**config.mk**
```make
export PLATFORM = sky130hd
export DESIGN_NAME = regfile_dump
export DESIGN_NICKNAME = d
export VERILOG_FILES = /design/src/rtl/regdump_pkg.sv /design/src/rtl/regfile_dump.sv
export SDC_FILE = /design/constraint.sdc
export NUM_CORES = 1
export LEC_CHECK = 0
export ABC_AREA = 1
export CAP_MARGIN = 20
export CORE_MARGIN = 8
export CORE_UTILIZATION = 24
export CTS_CLUSTER_DIAMETER = 60
export DETAILED_ROUTE_END_ITERATION = 8
export DONT_BUFFER_PORTS = 1
export PLACE_DENSITY = 0.45
export SYNTH_ARGS = -nofsm -noshare
export SYNTH_HDL_FRONTEND = slang
export SYNTH_SLANG_ARGS = --single-unit
```
**constraint.sdc**
```tcl
create_clock -name clk -period 1.6 [get_ports clk]
set_input_delay 0.24 -clock clk [delete_from_list [all_inputs] [get_ports clk]]
set_output_delay 0.24 -clock clk [all_outputs]
set_load 0.05 [all_outputs]
```
**src/rtl/regdump_pkg.sv**
```systemverilog
// Shared types for the register-file dump engine: FSM encoding and default widths.
// Latency: n/a (package only).
// Backpressure: n/a. The CSUM state exists only when REGDUMP_CHECKSUM_EN is defined.
package regdump_pkg;

  localparam int DEF_ADDR_W = 5;
  localparam int DEF_DATA_W = 32;

`ifdef REGDUMP_CHECKSUM_EN
  typedef enum logic [1:0] {
    IDLE = 2'd0,
    SEND = 2'd1,
    CSUM = 2'd2
  } state_t;
`else
  typedef enum logic [1:0] {
    IDLE = 2'd0,
    SEND = 2'd1
  } state_t;
`endif

endpackage

```
**src/rtl/regfile_dump.sv**
```systemverilog
// Streams registers 0..NREGS-1 of a register file as (addr, data) beats over valid/ready.
// Latency: first beat one cycle after start; one beat per cycle while out_ready is high.
// Backpressure: beats are held stable while out_ready is low. REGDUMP_CHECKSUM_EN adds an XOR checksum beat.
module regfile_dump
  import regdump_pkg::*;
#(
  parameter int ADDR_W = DEF_ADDR_W,
  parameter int DATA_W = DEF_DATA_W,
  parameter int NREGS  = 2**ADDR_W
) (
  input  logic              clk,
  input  logic              rst,
  input  logic              start,
  input  logic              abort,
  output logic [ADDR_W-1:0] ra,
  input  logic [DATA_W-1:0] rd,
  output logic              out_valid,
  input  logic              out_ready,
  output logic [ADDR_W-1:0] out_addr,
  output logic [DATA_W-1:0] out_data,
  output logic              out_last,
  output logic              out_csum,
  output logic              busy,
  output logic              done
);

  localparam logic [ADDR_W-1:0] LAST_ADDR = ADDR_W'(NREGS - 1);

  state_t            state;
  state_t            state_nxt;
  logic [ADDR_W-1:0] ptr;
  logic              hs;
  logic              at_last;

  // ptr is the address of the next register to fetch; it is 0 whenever idle
  assign ra      = ptr;
  assign hs      = out_valid && out_ready;
  assign at_last = (out_addr == LAST_ADDR);

  // State register
  always_ff @(posedge clk or posedge rst) begin
    if (rst) state <= IDLE;
    else     state <= state_nxt;
  end

  // Next-state logic: abort wins over start and over a same-cycle handshake
  always_comb begin
    state_nxt = state;
    case (state)
      IDLE: if (start && !abort) state_nxt = SEND;
      SEND: begin
        if (abort) state_nxt = IDLE;
        else if (hs && at_last) begin
`ifdef REGDUMP_CHECKSUM_EN
          state_nxt = CSUM;
`else
          state_nxt = IDLE;
`endif
        end
      end
`ifdef REGDUMP_CHECKSUM_EN
      CSUM: if (abort || hs) state_nxt = IDLE;
`endif
      default: state_nxt = IDLE;
    endcase
  end

  // Handshake-side outputs decoded from the current state and beat registers
  always_comb begin
    out_valid = 1'b0;
    busy      = 1'b0;
    out_last  = 1'b0;
    out_csum  = 1'b0;
    case (state)
      SEND: begin
        out_valid = 1'b1;
        busy      = 1'b1;
`ifndef REGDUMP_CHECKSUM_EN
        out_last  = at_last;
`endif
      end
`ifdef REGDUMP_CHECKSUM_EN
      CSUM: begin
        out_valid = 1'b1;
        busy      = 1'b1;
        out_last  = 1'b1;
        out_csum  = 1'b1;
      end
`endif
      default: ;
    endcase
  end

`ifdef REGDUMP_CHECKSUM_EN
  logic [DATA_W-1:0] csum;

  // Running XOR of every register beat accepted in the current dump
  always_ff @(posedge clk or posedge rst) begin
    if (rst) begin
      csum <= '0;
    end else if (state == IDLE && start && !abort) begin
      csum <= '0;
    end else if (state == SEND && hs && !abort) begin
      csum <= csum ^ out_data;
    end
  end
`endif

  // Beat registers, fetch pointer and done pulse; rd is sampled on the cycle a beat is loaded
  always_ff @(posedge clk or posedge rst) begin
    if (rst) begin
      ptr      <= '0;
      out_addr <= '0;
      out_data <= '0;
      done     <= 1'b0;
    end else begin
      done <= 1'b0;
      case (state)
        IDLE: begin
          if (start && !abort) begin
            out_data <= rd;
            out_addr <= ptr;
            ptr      <= ptr + ADDR_W'(1);
          end
        end
        SEND: begin
          if (abort) begin
            ptr <= '0;
          end else if (hs) begin
            if (at_last) begin
              ptr <= '0;
`ifdef REGDUMP_CHECKSUM_EN
              out_addr <= '0;
              out_data <= csum ^ out_data;
`else
              done     <= 1'b1;
`endif
            end else begin
              out_data <= rd;
              out_addr <= ptr;
              ptr      <= ptr + ADDR_W'(1);
            end
          end
        end
`ifdef REGDUMP_CHECKSUM_EN
        CSUM: begin
          ptr <= '0;
          if (!abort && hs) done <= 1'b1;
        end
`endif
        default: ptr <= '0;
      endcase
    end
  end

endmodule

```
==> run metrics <==
status=complete, no violations; Util after Layout=28.55%; share of layout cells above drive strength 1=13.10%; FF-to-FF Start=state[0]$_DFFE_PP0P_; Hold Path Origin=rd[29]; die area=10,680 um^2; CP Max Fanout=6; drt drc=0; nets=266; Slew @ Worst Pin=0.5339 ns; Area Growth Syn to Fin=18.04%; number of CTS-inserted buffers=5; largest net degree at the start of global routing=34; critical path's slowest cell=dfrtp_2; Clock Tree Buf Depth=2; initial antenna violation count=0; aggregate global routing overflow=0; Worst Setup SP=state[0]$_DFFE_PP0P_; Gate Count Post-Synth=213; Seq/Total Area, Yosys=60.15%; Setup Crit Path Kind=reg -> out; Final Hold Viols=0; IO Count=84; fin area=2161 um^2; Die Span X=103.3 um; Final Skew=0.006268 ns; first drt pass iteration count=4; critical path's most frequent cell=nand2_1; first-pass GRT wire length=7431 um; Post-Syn Area per Cell=8.594 um^2; H-tree depth=2; M1 WL=1898 um; CP startpoint kind=flop; crit path cell chain=nand2_1 -> nor2_1 -> nand2_1 -> inv_2 -> buf_12; vias in the first global route=1,395; Worst Path Buf+Inv=2; CTS tree=yes; final WL=4707 um; GRT Resource Usage Total=9.059%; wire per inst=14.22 um; Initial Util=24.19%; drt via density=4.091; DR WL met2=2211 um; flops & latches, synth=44; Cell Area, Placed=2013 um^2; Antenna diodes=0; CP max stage delay=0.44 ns; Die Ht=103.3 um; Clock transition at path regs=0.09 ns; final setup violation count=0; Max Cap Viol=0; Top Metal Used=met4; crit path DAT=1.24 ns; worst-skew pair later-pin latency=0.29 ns; family with the most delay on the worst path=flip-flops; post-route ant nets=0; RSZ-0062 raised after global routing=false; Filler cells=800; Final Critical Period=1.477 ns; synth warn=0; Core Box Area=7567 um^2; Final Cycle Share=92.31%; max-slew headroom at the worst pin=64.36%; Setup TNS=0 ns; DP HPWL=3435 um; First DRT Iteration DRCs=37; routed wl met3=561 um; Hold WC Path Type=in -> reg; Sink Count=44; Final Max Tran Viols=0; GP Congestion=0.8013; via count=1,354; max frequency=677.0 MHz; I/O Buffers=0; Root Buffer=clkbuf_8; Worst setup EP type=output pin; Post-Synthesis Cell Area=1831 um^2; synthesized net count=251; num rows=32; Cell variety after synth=17; Worst Path Required=1.36 ns
[cells in the mapped netlist (all sizes together)]
| cell | number | area (um^2) |
|---|---|---|
| buf | 9 | 82.58 |
| conb | 1 | 3.750 |
| nand2 | 125 | 479.2 |
| o21ai | 8 | 43.79 |
| a21oi | 1 | 5.000 |
| ha | 1 | 12.51 |
| dfrtp | 44 | 1101 |
| nand4 | 2 | 12.51 |
| nand3 | 4 | 20.02 |
| nor2 | 7 | 26.28 |
| inv | 11 | 43.80 |
[cells by family after synthesis]
logic type               Yosys count  share of synthesized area, %
adder cells (fa/ha/maj)            1                        0.6834
other                              1                        0.2049
AND/OR/NAND/NOR                  138                         29.39
buffers and inverters             20                         6.904
AO/OA/AOI/OAI                      9                         2.665
flip-flops                        44                         60.15
[worst register-to-register path: stages, from the launching register on]
cell and delay [ns]:
dfrtp_2 0.44, nor2_1 0.12, nand2_2 0.10, o21ai_2 0.09, nand2_4 0.08, inv_4 0.26
nand2_1 0.14, nand2_1 0.07
[metrics by stage]
step	instances	hold WS (ns)	worst slack [ns]
final	331	0.04857	0.1230
after global routing	331	0.03738	0.04049
after CTS	331	0.03513	0.03654
after detailed placement	321	0.2031	0.2307
after global placement	321	0.2020	0.2943
after floorplan	213	0.3059	0.003003
[worst paths after layout]
check,to,slack (ns),depth (start not counted)
setup / recovery,out_last,0.12,5
hold / removal,out_data[29]$_DFFE_PP0P_,0.05,2
setup reg to reg,out_data[19]$_DFFE_PP0P_,0.25,7
hold reg to reg,ra[2]$_DFFE_PP0P_,0.56,2
max in group asynchronous,out_data[18]$_DFFE_PP0P_,0.65,3
min in group asynchronous,out_data[29]$_DFFE_PP0P_,0.44,2
[layer usage]
| metal | GRT usage [%] | up-vias |
|---|---|---|
| met4 | 2.670 | 0 |
| met2 | 14.19 | 53 |
| met3 | 4.485 | 4 |
| met5 | 0 | - |
| li1 | - | 667 |
| met1 | 10.67 | 630 |
[cells in the final DEF (no fill, tap or decap)]
master	instances
a21oi_1	1
buf_12	2
buf_4	13
bufinv_16	1
clkbuf_8	7
conb_1	1
dfrtp_1	43
dfrtp_2	1
dlygate4sd3_1	2
ha_1	1
inv_1	8
inv_2	2
inv_4	1
nand2_1	123
nand2_2	1
nand2_4	1
nand3_1	4
nand4_1	2
nor2_1	7
o21ai_0	4
o21ai_1	3
o21ai_2	1
[area by class of cell]
type / count / area [um^2] / share of cell area [%]
inverter: 11 / 43.79 / 2.027
multi-input combinational: 149 / 603.1 / 27.91
clock buffer: 7 / 96.34 / 4.459
sequential: 44 / 1102 / 51.01
clock inverter: 1 / 30.03 / 1.390
tap: 102 / 127.6 / 5.906
timing repair buffer: 17 / 157.7 / 7.296
[registers in the layout, summed over array words and instances, names as in the netlist]
name      flops
state         1
done          1
ra            5
out_data     32
out_addr      5
[what timing repair did]
item	4_1_cts	5_1_grt
resized for setup	0	2
endpoints found under the hold margin	22	0
hold buffers	2	0
setup buffers	0	0
endpoints found under the setup margin	0	1
Power is left out: the tool's default activity adds up to more than one toggle a clock period on the data nets, which glitch-free logic cannot reach.
